`config.mk`:
```
export PLATFORM = sky130hd
export DESIGN_NAME = servant_uart_rx
export DESIGN_NICKNAME = d
export VERILOG_FILES = /design/src/rtl/servant_uart_rx.sv
export SDC_FILE = /design/constraint.sdc
export NUM_CORES = 1
export LEC_CHECK = 0
export BUFFER_PORTS_ARGS = -buffer_cell sky130_fd_sc_hd__clkbuf_2
export CAP_MARGIN = 20
export CORE_MARGIN = 4
export CORE_UTILIZATION = 61
export DETAILED_ROUTE_END_ITERATION = 8
export HOLD_SLACK_MARGIN = 0.12
export PLACE_DENSITY = 0.81
export SLEW_MARGIN = 10
export SYNTH_ARGS = -nofsm -noshare
export SYNTH_HDL_FRONTEND = slang
export SYNTH_SLANG_ARGS = --single-unit
```
`constraint.sdc`:
```
create_clock -name wb_clk -period 2.95 [get_ports wb_clk]
set_input_delay 0.295 -clock wb_clk [delete_from_list [all_inputs] [get_ports wb_clk]]
set_output_delay 0.295 -clock wb_clk [all_outputs]
set_load 0.05 [all_outputs]
```
`src/rtl/servant_uart_rx.sv`:
```
// 8N1 UART receiver for the servant SoC console line, with a valid/ready holding register
// and one-cycle framing/overrun error pulses.
module servant_uart_rx #(
    parameter int BAUD_DIV = 278
) (
    input  logic       wb_clk,
    input  logic       wb_rst,
    input  logic       i_rx,
    output logic [7:0] o_data,
    output logic       o_valid,
    input  logic       i_ready,
    output logic       o_frame_err,
    output logic       o_overrun,
    output logic [2:0] o_state
);

    localparam int CW = $clog2(BAUD_DIV);
    localparam logic [CW-1:0] CNT_BIT  = CW'(BAUD_DIV - 1);
    localparam logic [CW-1:0] CNT_HALF = CW'(BAUD_DIV / 2 - 1);

    typedef enum logic [2:0] {
        IDLE      = 3'd0,
        START     = 3'd1,
        DATA      = 3'd2,
        STOP      = 3'd3,
        WAIT_IDLE = 3'd4
    } state_t;

    logic          rx_meta;
    logic          rx_s;
    state_t        state;
    state_t        state_nx;
    logic [CW-1:0] cnt;
    logic [CW-1:0] cnt_nx;
    logic [2:0]    idx;
    logic [2:0]    idx_nx;
    logic [7:0]    shreg;
    logic [7:0]    shreg_nx;
    logic          tick;
    logic          byte_done;
    logic          frame_bad;

    assign tick    = (cnt == '0);
    assign o_state = state;

    // Two-flop synchronizer; resets to the idle (high) line level.
    always_ff @(posedge wb_clk or posedge wb_rst) begin
        if (wb_rst) begin
            rx_meta <= 1'b1;
            rx_s    <= 1'b1;
        end else begin
            rx_meta <= i_rx;
            rx_s    <= rx_meta;
        end
    end

    always_ff @(posedge wb_clk or posedge wb_rst) begin
        if (wb_rst) begin
            state <= IDLE;
            cnt   <= '0;
            idx   <= '0;
            shreg <= '0;
        end else begin
            state <= state_nx;
            cnt   <= cnt_nx;
            idx   <= idx_nx;
            shreg <= shreg_nx;
        end
    end

    always_comb begin
        state_nx  = state;
        cnt_nx    = cnt;
        idx_nx    = idx;
        shreg_nx  = shreg;
        byte_done = 1'b0;
        frame_bad = 1'b0;
        if ((state == START || state == DATA || state == STOP) && !tick) begin
            cnt_nx = cnt - 1'b1;
        end
        case (state)
            IDLE: begin
                if (!rx_s) begin
                    state_nx = START;
                    cnt_nx   = CNT_HALF;
                end
            end
            START: begin
                // A start bit that is already high again at mid-bit was a glitch.
                if (tick) begin
                    if (!rx_s) begin
                        state_nx = DATA;
                        cnt_nx   = CNT_BIT;
                        idx_nx   = '0;
                    end else begin
                        state_nx = IDLE;
                    end
                end
            end
            DATA: begin
                if (tick) begin
                    shreg_nx = {rx_s, shreg[7:1]};
                    idx_nx   = idx + 3'd1;
                    cnt_nx   = CNT_BIT;
                    if (idx == 3'd7) state_nx = STOP;
                end
            end
            STOP: begin
                // Leave at mid-stop-bit so an immediately following start bit is caught.
                if (tick) begin
                    if (rx_s) begin
                        byte_done = 1'b1;
                        state_nx  = IDLE;
                    end else begin
                        frame_bad = 1'b1;
                        state_nx  = WAIT_IDLE;
                    end
                end
            end
            WAIT_IDLE: begin
                if (rx_s) state_nx = IDLE;
            end
            default: state_nx = IDLE;
        endcase
    end

    // Handshake: a byte transfers on any cycle with o_valid & i_ready; o_data holds while
    // o_valid=1 and i_ready=0, and i_ready is ignored while o_valid=0.
    always_ff @(posedge wb_clk or posedge wb_rst) begin
        if (wb_rst) begin
            o_data      <= '0;
            o_valid     <= 1'b0;
            o_frame_err <= 1'b0;
            o_overrun   <= 1'b0;
        end else begin
            o_frame_err <= frame_bad;
            o_overrun   <= 1'b0;
            if (o_valid && i_ready) o_valid <= 1'b0;
            if (byte_done) begin
                if (!o_valid || i_ready) begin
                    o_data  <= shreg;
                    o_valid <= 1'b1;
                end else begin
                    o_overrun <= 1'b1;
                end
            end
        end
    end

endmodule
```
==> results of run 1 <==
layout make-up:
type / instances / area share, %
sequential: 36 / 47.7
multi-input combinational: 95 / 40.1
clock inverter: 1 / 0.396
tap: 30 / 1.98
inverter: 3 / 0.594
timing repair buffer: 21 / 6.34
clock buffer: 7 / 2.90
flip-flops by register name, indices dropped and copies added, names as in the netlist:
name,cells
cnt,9
idx,3
o_data,8
o_frame_err,1
o_overrun,1
o_state,3
o_valid,1
rx_meta,1
rx_s,1
shreg,8
worst max-delay path, stage by stage (launching register included):
cell and delay (ns):
dfrtp_1 0.42, inv_1 0.09, ha_1 0.17, nor4b_4 0.47, nand4_2 0.20, nor2b_2 0.55
mux2_4 0.35
worst min-delay path by stage:
stage	endpoint	cells past startpoint	start	slack (ns)
6_report	o_valid	3	i_ready	0.23
5_1_grt	o_valid	3	i_ready	0.23
4_1_cts	o_valid	3	i_ready	0.24
3_5_place_dp	rx_s	0	rx_meta	0.35
3_3_place_gp	rx_s	0	rx_meta	0.35
2_1_floorplan	rx_meta	0	i_rx	0.30
metrics by stage:
stage / hold slack (ns) / area, um^2 / std cells / setup WS [ns]
finish: 0.233 / 1900 / 193 / 0.592
global route: 0.234 / 1900 / 193 / 0.422
CTS: 0.235 / 1900 / 193 / 0.581
detailed placement: 0.350 / 1810 / 183 / 0.592
global placement: 0.347 / 1810 / 183 / 0.747
floorplan: 0.299 / 1710 / 140 / 1.08
per-layer routing:
metal  GRT usage (%)  vias to the layer above
li1                -                      555
met1            24.3                      585
met2            31.6                       16
met3            6.38                        4
met4            8.36                        0
met5               0                        -
power by group through the flow:
stage / Sequential (uW) / Clock [uW] / Combinational [uW]
2_1_floorplan: 505 / 0 / 11.3
3_3_place_gp: 507 / 0 / 14.4
3_5_place_dp: 508 / 0 / 15.0
4_1_cts: 498 / 279 / 17.1
5_1_grt: 499 / 304 / 19.0
6_report: 498 / 272 / 16.3
placed cells by master, fill, tap and decap left out, types with 3 or more instances in the layout:
| cell type | synthesis | routed |
|---|---|---|
| ha_1 | 4 | 4 |
| nand2_1 | 9 | 9 |
| mux2_4 | 8 | 8 |
| clkbuf_2 | 0 | 17 |
| a21oi_1 | 6 | 6 |
| o21ai_0 | 4 | 4 |
| clkbuf_4 | 0 | 5 |
| mux2_2 | 8 | 8 |
| dfrtp_1 | 34 | 34 |
| inv_1 | 3 | 3 |
| nand3_1 | 6 | 6 |
| o31ai_1 | 3 | 3 |
| nor2_1 | 9 | 9 |
| nor4_1 | 3 | 3 |
kinds of logic (layout without fill, tap and decap cells):
family | Yosys count | in the layout | share of synthesized area [%]
muxes | 18 | 18 | 13.5
AOI/OAI and AO/OA | 27 | 27 | 11.2
DFF | 36 | 36 | 52.8
buffers and inverters | 9 | 32 | 2.78
adders and majority gates | 4 | 4 | 2.92
and+or+nand+nor | 45 | 45 | 16.4
xor gates and xnor gates | 1 | 1 | 0.512
==> flow_summary.yaml, run 1 <==
cells_and_area:
  nets: 170
  postLayoutCoreUtil_pct: 73.8
  n_antenna_cell: 0
  multi_input_area_um2: 761
  fillCellCount: 181
  drive_gt1_share_pct: 33.7
  syn_to_final_growth_pct: 10.7
  ff_latch_area_um2: 903
synth:
  yosysSeqAreaShare_pct: 52.8
  synth_common_cells: "34 x dfrtp_1, 9 x nand2_1, 9 x nor2_1"
  synth_most_common_cell: "dfrtp_1"
  yosys_warnings: 0
  synth_cells: 140
  synth.distinct_cells: 44
  synth_edf_count: 0
  postSynth.asyncResetShare_pct: 100
  synthesis.nets: 148
  synth-seq-cells: 36
  synthFlopType: "dfrtp_1"
  yosysTopAreaCell: "dfrtp_1"
  synth_top_cell_area_share_pct: 49.7
  synthTopCellsByArea: "dfrtp_1 50%, mux2_4 7.0%, mux2_2 5.3%, dfstp_2 3.1%, ha_1 2.9%"
  syn_avg_cell_area_um2: 12.2
  netlist_area_um2: 1710
power_and_ir_drop:
  clockPowerShare_pct: 34.6
  ir_drop_v: 0.000517
  seqPwrFrac_pct: 63.4
  power.switching_uw: 168
  combPwrFrac_pct: 2.1
  p_int_uw: 618
  p_total_uw: 786
  powerDensity_nw_per_um2: 415
  p_leak_uw: 0.000915
  swShare_pct: 21.4
worst_setup_path:
  crit_start: "cnt[0]"
  worstPathArrival_ns: 2.58
  r2r-start: "cnt[0]"
  r2r_cells: 6
  crit_path_start_kind: "register"
  required_ns: 3.17
  cp_max_fo: 9
  path_class: "register to register"
  critPathCaptureType: "register"
  timing.rr.end: "o_data[7]"
  rrSetupSlack_ns: 0.59
  critPathCapture: "o_data[7]"
route:
  firstDrtPassIters: 4
  drc: 0
  vias: 1160
  met1_length_um: 1380
  drt-total-wl_um: 3150
  dr.max_layer_used: "met4"
  dr_wl_met3_um: 116
  vias_per_cell: 6.01
  dr_wl_met2_um: 1610
  antenna_left: 0
  wl_per_cell_um: 16.3
  drtIter0Drc: 57
outcome:
  status: "finished clean"
global_route:
  grt_max_degree: 37
  grt_use_total_pct: 19.6
  first_global_vias: 1090
  grt_pass1_wl_um: 5150
  antenna_found_initial: 0
  grt_overflow: 0
floorplan:
  die-height_um: 61.0
  dieArea_um2: 3720
  num_rows: 18
  num_io_pins: 18
  start_util_pct: 66.7
  core_area_um2: 2570
  die_x_um: 61.0
flow_run:
  maxCapViolCount: 0
timing:
  period_needed_ns: 2.36
  setup_tns_ns: 0
  rsz0062_at_grt: "false"
  maxSlewViolCount: 0
  setup_viol: 0
  fin_crit_sh_pct: 79.9
  hold_viol: 0
  slew_headroom_pct: 57.3
  worstMarginPinSlew_ns: 0.637
  fmax_mhz: 424
  skew_ns: 0.0110
placement:
  portBuffers: 17
  dp_hpwl_um: 2250
  place.gp.congestion: 0.823
clock_tree:
  cts_resized: 0
  clock-sinks: 36
  cts-root-buf: "clkbuf_4"
  cts_made_buffers: 5
  clk-insertion-delay-late_ns: 0.33
  h-tree-depth: 2
  cts.path.max_buffers: 2
  cts_setup_buffers: 0
  cts_tree: "yes"
  clk_pin_slew_ns: 0.11
  cts-hold-fix-buffers: 2
worst_hold_path:
  hp-class: "input port to register"
No activity file was read; power rests on OpenSTA's default activity.
==> inputs of run 2 (changes only) <==
--- a/config.mk
+++ b/config.mk
@@ -5,13 +5,14 @@
 export SDC_FILE = /design/constraint.sdc
 export NUM_CORES = 1
 export LEC_CHECK = 0
+export ABC_AREA = 1
 export BUFFER_PORTS_ARGS = -buffer_cell sky130_fd_sc_hd__clkbuf_2
 export CAP_MARGIN = 20
 export CORE_MARGIN = 4
-export CORE_UTILIZATION = 61
+export CORE_UTILIZATION = 58
 export DETAILED_ROUTE_END_ITERATION = 8
 export HOLD_SLACK_MARGIN = 0.12
-export PLACE_DENSITY = 0.81
+export PLACE_DENSITY = 0.77
 export SLEW_MARGIN = 10
 export SYNTH_ARGS = -nofsm -noshare
 export SYNTH_HDL_FRONTEND = slang
==> constraint.sdc (replaced) <==
create_clock -name wb_clk -period 2.28 [get_ports wb_clk]
set_input_delay 0.228 -clock wb_clk [delete_from_list [all_inputs] [get_ports wb_clk]]
set_output_delay 0.228 -clock wb_clk [all_outputs]
set_load 0.05 [all_outputs]
==> run 2 against run 1 <==
Effect of this change:
- clock-buffer cell count is 1 lower
- clock skew decreased by 0.0068 ns
- utilization decreased by 5.9 points
- clock power rose by 61%
- die area up 11%
- sequential power grew 29%
- hold slack worse by 0.025 ns
- critical path type unchanged
==> flow_summary.yaml, run 2 <==
worst_hold_path:
  min_to: "o_overrun"
  holdCritStartpoint: "i_ready"
  hp-class: "input port to register"
  holdPathStages: 4
cells_and_area:
  fillCellCount: 270
  finalNonFillerCells: 278
  layout_common_cells: "55 x nand2_1, 34 x dfrtp_1, 20 x inv_1"
  drive_gt1_share_pct: 25.6
  layout.cells.most_common: "nand2_1"
  syn_to_final_growth_pct: 12.4
  n_antenna_cell: 0
  nets: 241
  top_regs: "cnt (9), o_data (8), shreg (8)"
  finalInstanceArea_um2: 2060
  largest_reg_flops: 9
  top_register: "cnt"
clock_tree:
  h-tree-depth: 2
  clock-sinks: 36
  cts_made_buffers: 5
  cts-root-buf: "clkbuf_4"
  cts_resized: 0
  clk-insertion-delay-late_ns: 0.33
  clk_pin_slew_ns: 0.10
  cts.path.max_buffers: 2
  cts_tree: "yes"
synth:
  synth_common_cells: "55 x nand2_1, 34 x dfrtp_1, 20 x inv_1"
  yosysSeqAreaShare_pct: 49.4
  yosys.area_share.xor_xnor_pct: 1.44
  synthTopCellsByArea: "dfrtp_1 47%, nand2_1 11%, nand3_1 4.7%, o21ai_1 4.4%, inv_1 4.1%"
  synth.distinct_cells: 28
  yosys.area_share.simple_pct: 30.4
  synth_top_cell_area_share_pct: 46.5
  syn_avg_cell_area_um2: 8.79
  synth_fa_ha_area_share_pct: 2.74
  yosysTopAreaCell: "dfrtp_1"
  synth_top_family_by_area: "simple AND/OR/NAND/NOR gates"
  synthMuxAreaShare_pct: 0
  synth-compound-area-share_pct: 9.78
  synthFlopType: "dfrtp_1"
  synth-seq-cells: 36
  synth_edf_count: 0
  yosys_warnings: 0
  synthesis.nets: 216
  synth_most_common_cell: "nand2_1"
  postSynth.asyncResetShare_pct: 100
  netlist_area_um2: 1830
  synth_cells: 208
worst_setup_path:
  worstPathCellList: "inv_1 > ha_1 > nand2_1 > nor2_2 > nand2_4 > nor3_4 > nand2_2 > nand2_1 > o21ai_2"
  critPathCaptureType: "register"
  crit_slowest_cell: "dfrtp_1"
  cp_max_fo: 15
  required_ns: 2.51
  crit_path_frequent_cell: "nand2_1"
  r2r-start: "cnt[0]"
  rrSetupSlack_ns: 0.58
  worstPathArrival_ns: 1.93
  crit_path_start_kind: "register"
  r2r_cells: 9
  timing.rr.end: "o_data[5]"
  cp_slowest_stage_delay_ns: 0.42
  path_class: "register to register"
route:
  vias_per_cell: 5.08
  drtIter0Drc: 82
  drc: 0
  vias: 1412
  antenna_left: 0
  drt-total-wl_um: 3420
  wl_per_cell_um: 12.3
  firstDrtPassIters: 4
timing:
  rsz0062_at_grt: "false"
  skew_ns: 0.00416
  period_needed_ns: 1.70
  maxSlewViolCount: 0
  worstMarginPinSlew_ns: 0.497
  setup_tns_ns: 0
  fmax_mhz: 589
  fin_crit_sh_pct: 74.5
  holdWs_ns: 0.208
  hold_viol: 0
  setup_viol: 0
  slew_headroom_pct: 66.9
floorplan:
  start_util_pct: 60.4
  die_x_um: 64.2
  num_io_pins: 18
  core_area_um2: 3030
  num_rows: 20
  die-height_um: 64.2
  dieArea_um2: 4120
placement:
  dp_hpwl_um: 2440
  dpl_cell_area_um2: 1960
  place.gp.congestion: 0.792
  dp.cells: 268
  portBuffers: 17
power_and_ir_drop:
  ir_drop_v: 0.000509
  powerDensity_nw_per_um2: 536
  p_total_uw: 1100
  p_leak_uw: 0.00110
global_route:
  grtUsageMet1_pct: 24.1
  grt_max_degree: 24
  grt_overflow: 0
  grt_use_total_pct: 18.7
  met2_usage_pct: 31.1
  antenna_found_initial: 0
  top_usage_layer: "met2"
  grt_pass1_wl_um: 6050
  use_met3_pct: 4.75
  first_global_vias: 1339
outcome:
  status: "finished clean"
flow_run:
  maxCapViolCount: 0
run 2: power by group:
part           switching [uW]  total [uW]  internal [uW]
clock network             207         437            230
logic                    17.2        23.3           6.07
registers                1.09         642            641
run 2: cells by family after synthesis:
kind of cell | after synthesis
AOI/OAI and AO/OA | 28
and+or+nand+nor | 109
xor gates and xnor gates | 3
adders and majority gates | 4
DFF | 36
buffers and inverters | 28
run 2: cell type report:
type / count / area (um^2) / share of cell area [%]
repair buffers: 20 / 113 / 5.47
flip-flops and latches: 36 / 903 / 43.9
clock buffers: 6 / 41.3 / 2.01
clock inverters: 2 / 35.0 / 1.70
inverters: 26 / 98.8 / 4.81
well taps: 44 / 55.1 / 2.68
multi-input cells: 144 / 811 / 39.4
run 2: layer usage:
| layer | routed length, um | part of all wire, % |
|---|---|---|
| met5 | 0 | 0 |
| met4 | 35 | 1.0 |
| met3 | 121 | 3.5 |
| met1 | 1620 | 47 |
| met2 | 1640 | 48 |
run 2: worst max path at each step:
stage	startpoint	cells after the start	to	slack [ns]
3_5_place_dp	cnt[0]	9	o_data[5]	0.57
4_1_cts	cnt[0]	9	o_data[5]	0.55
6_report	cnt[0]	9	o_data[5]	0.58
3_3_place_gp	cnt[0]	9	o_data[5]	0.64
5_1_grt	cnt[0]	9	o_data[6]	0.43
2_1_floorplan	o_state[0]	7	cnt[0]	0.67
run 2: critical path: cells and delay by family (launching register included):
family / cells / cell delay, ns
and+or+nand+nor: 6 / 0.84
DFF: 1 / 0.42
adders and majority gates: 1 / 0.17
buffers and inverters: 1 / 0.10
AOI/OAI and AO/OA: 1 / 0.06
run 2: stage by stage:
step           setup WS [ns]  util (%)
3_5_place_dp           0.570      64.8
5_1_grt                0.430      67.9
4_1_cts                0.549      67.9
2_1_floorplan          0.674         -
6_report               0.581      67.9
3_3_place_gp           0.639      64.8
run 2: what timing repair did:
action / 4_1_cts / 5_1_grt
endpoints found under the hold margin: 13 / 0
setup buffers: 0 / 0
hold buffers: 2 / 0
==> inputs of run 3 (changes only) <==
--- a/config.mk
+++ b/config.mk
@@ -9,10 +9,10 @@
 export BUFFER_PORTS_ARGS = -buffer_cell sky130_fd_sc_hd__clkbuf_2
 export CAP_MARGIN = 20
 export CORE_MARGIN = 4
-export CORE_UTILIZATION = 58
+export CORE_UTILIZATION = 52
 export DETAILED_ROUTE_END_ITERATION = 8
 export HOLD_SLACK_MARGIN = 0.12
-export PLACE_DENSITY = 0.77
+export PLACE_DENSITY = 0.73
 export SLEW_MARGIN = 10
 export SYNTH_ARGS = -nofsm -noshare
 export SYNTH_HDL_FRONTEND = slang
==> constraint.sdc (replaced) <==
create_clock -name wb_clk -period 1.5 [get_ports wb_clk]
set_input_delay 0.15 -clock wb_clk [delete_from_list [all_inputs] [get_ports wb_clk]]
set_output_delay 0.15 -clock wb_clk [all_outputs]
set_load 0.05 [all_outputs]
==> run 3 against run 2 <==
Effect of this change:
- the run now ends with setup timing left
- register-to-register slack worse by 0.64 ns
- highest routed layer unchanged
- global-route usage down 0.072 points
- total power up 40%
- clock power up 23%
- largest power group unchanged
- sequential share of layout area down 5.6 points
- fmax up 9.3%
- largest cell class is now multi-input combinational cells
==> flow_summary.yaml, run 3 (synthesis results as in run 2) <==
outcome:
  status: "finished with violations"
  violations: "setup timing"
cells_and_area:
  finalNonFillerCells: 300
  ff_latch_area_um2: 907
  syn_to_final_growth_pct: 29.5
  fillCellCount: 283
  finalInstanceArea_um2: 2370
  top_regs: "cnt (9), o_data (8), shreg (8)"
  nets: 261
  multi_input_area_um2: 965
  n_antenna_cell: 0
  layout_common_cells: "43 x nand2_1, 31 x dfrtp_1, 17 x clkbuf_2"
  top_register: "cnt"
  largest_reg_flops: 9
  drive_gt1_share_pct: 43.7
  layout.cells.most_common: "nand2_1"
power_and_ir_drop:
  swShare_pct: 21.6
  p_int_uw: 1210
  power.switching_uw: 335
  p_leak_uw: 0.00121
  seqPwrFrac_pct: 63.0
  clockPowerShare_pct: 34.7
  ir_drop_v: 0.000616
  powerDensity_nw_per_um2: 654
  p_total_uw: 1550
  combPwrFrac_pct: 2.3
route:
  drtIter0Drc: 72
  firstDrtPassIters: 4
  vias_per_cell: 4.98
  drc: 0
  drt-total-wl_um: 3950
  antenna_left: 0
  vias: 1493
  wl_per_cell_um: 13.2
clock_tree:
  h-tree-depth: 2
  cts-root-buf: "clkbuf_4"
  cts_tree: "yes"
  clk_pin_slew_ns: 0.10
  clock-sinks: 36
  cts_made_buffers: 5
  clk-insertion-delay-late_ns: 0.33
  cts.path.max_buffers: 2
global_route:
  grt_use_total_pct: 18.6
  first_global_vias: 1460
  grtUsageMet1_pct: 23.5
  met2_usage_pct: 30.8
  grt_pass1_wl_um: 6240
  use_met3_pct: 3.99
  top_usage_layer: "met2"
  antenna_found_initial: 0
  grt_max_degree: 37
  grt_overflow: 0
worst_setup_path:
  path_class: "register to register"
  cp_max_fo: 3
  crit_path_frequent_cell: "inv_2"
  worstPathCellList: "inv_2 > ha_4 > inv_2 > nor2_2 > nand2_2 > nor2_8 > buf_12 > buf_6 > nand4_1 > nor2_1"
  critPathCapture: "o_overrun"
  crit_slowest_cell: "dfrtp_1"
  r2r-start: "cnt[0]"
  critPathCaptureType: "register"
  timing.rr.end: "o_overrun"
  crit_path_start_kind: "register"
  worstPathArrival_ns: 1.82
  rrSetupSlack_ns: -0.05
  cp_slowest_stage_delay_ns: 0.40
  required_ns: 1.77
  r2r_cells: 10
  crit_start: "cnt[0]"
placement:
  dpl_cell_area_um2: 2090
  place.gp.congestion: 0.855
  dp_slack_ns: -0.113
  dp_hpwl_um: 2450
  dp.cells: 286
  portBuffers: 17
worst_hold_path:
  hp-class: "input port to register"
  holdCritStartpoint: "i_ready"
timing:
  maxSlewViolCount: 0
  hold_viol: 0
  fmax_mhz: 643
  timing.final.ws_setup_ns: -0.0545
  worstMarginPinSlew_ns: 0.436
  period_needed_ns: 1.55
  fin_crit_sh_pct: 104
  slew_headroom_pct: 70.9
  skew_ns: 0.00552
  setup_viol: 17
  rsz0062_at_grt: "true"
floorplan:
  num_io_pins: 18
  start_util_pct: 54.4
  die-height_um: 67.3
  die_x_um: 67.3
  dieArea_um2: 4530
  num_rows: 21
  core_area_um2: 3360
flow_run:
  maxCapViolCount: 0
-- run 3: worst min path at each step --
stage | depth (start not counted) | end | slack (ns)
2_1_floorplan | 0 | rx_meta | 0.15
3_3_place_gp | 1 | rx_meta | 0.24
3_5_place_dp | 1 | rx_meta | 0.24
4_1_cts | 4 | o_overrun | 0.25
5_1_grt | 4 | o_overrun | 0.25
6_report | 4 | o_overrun | 0.25
-- run 3: metal layers --
metal | up-vias | part of all wire [%]
met2 | 32 | 51
met3 | 10 | 4.8
met5 | - | 0
li1 | 761 | -
met4 | 0 | 2.0
met1 | 690 | 42
-- run 3: final cells by class --
cell class              instances  area share (%)
multi-input cells             145            40.7
inverters                      26            4.17
flip-flops and latches         36            38.3
clock buffers                   7            2.32
clock inverters                 1           0.317
well taps                      46            2.43
repair buffers                 39            11.8
-- run 3: timing repair --
action | 4_1_cts | 5_1_grt
endpoints found under the setup margin | 24 | 33
hold buffers | 2 | 0
setup buffers | 2 | 1
pin swaps | 7 | 13
resized for setup | 14 | 31
gates cloned | 1 | 0
endpoints found under the hold margin | 35 | 0
-- run 3: per-stage QoR --
stage	utilization [%]	setup TNS (ns)	hold WS, ns
after floorplan	-	0	0.154
after global placement	62.1	-0.349	0.237
after detailed placement	62.1	-1.10	0.239
after CTS	66.7	-0.124	0.252
after global routing	70.5	-2.82	0.251
final	70.5	-0.293	0.248
-- run 3: power groups by stage --
stage               clock network (uW)  logic (uW)  registers, uW
floorplan                            0        19.9            995
global route                       602        40.7            977
CTS                                551        36.3            976
detailed placement                   0        31.8            995
finish                             537        35.1            976
global placement                     0        32.1            995
-- run 3: worst max-delay path, delay by kind of cell (launching register included) --
| kind | cells | cell delay [ns] |
|---|---|---|
| adders and majority gates | 1 | 0.14 |
| and+or+nand+nor | 5 | 0.59 |
| buffers and inverters | 4 | 0.33 |
| DFF | 1 | 0.40 |
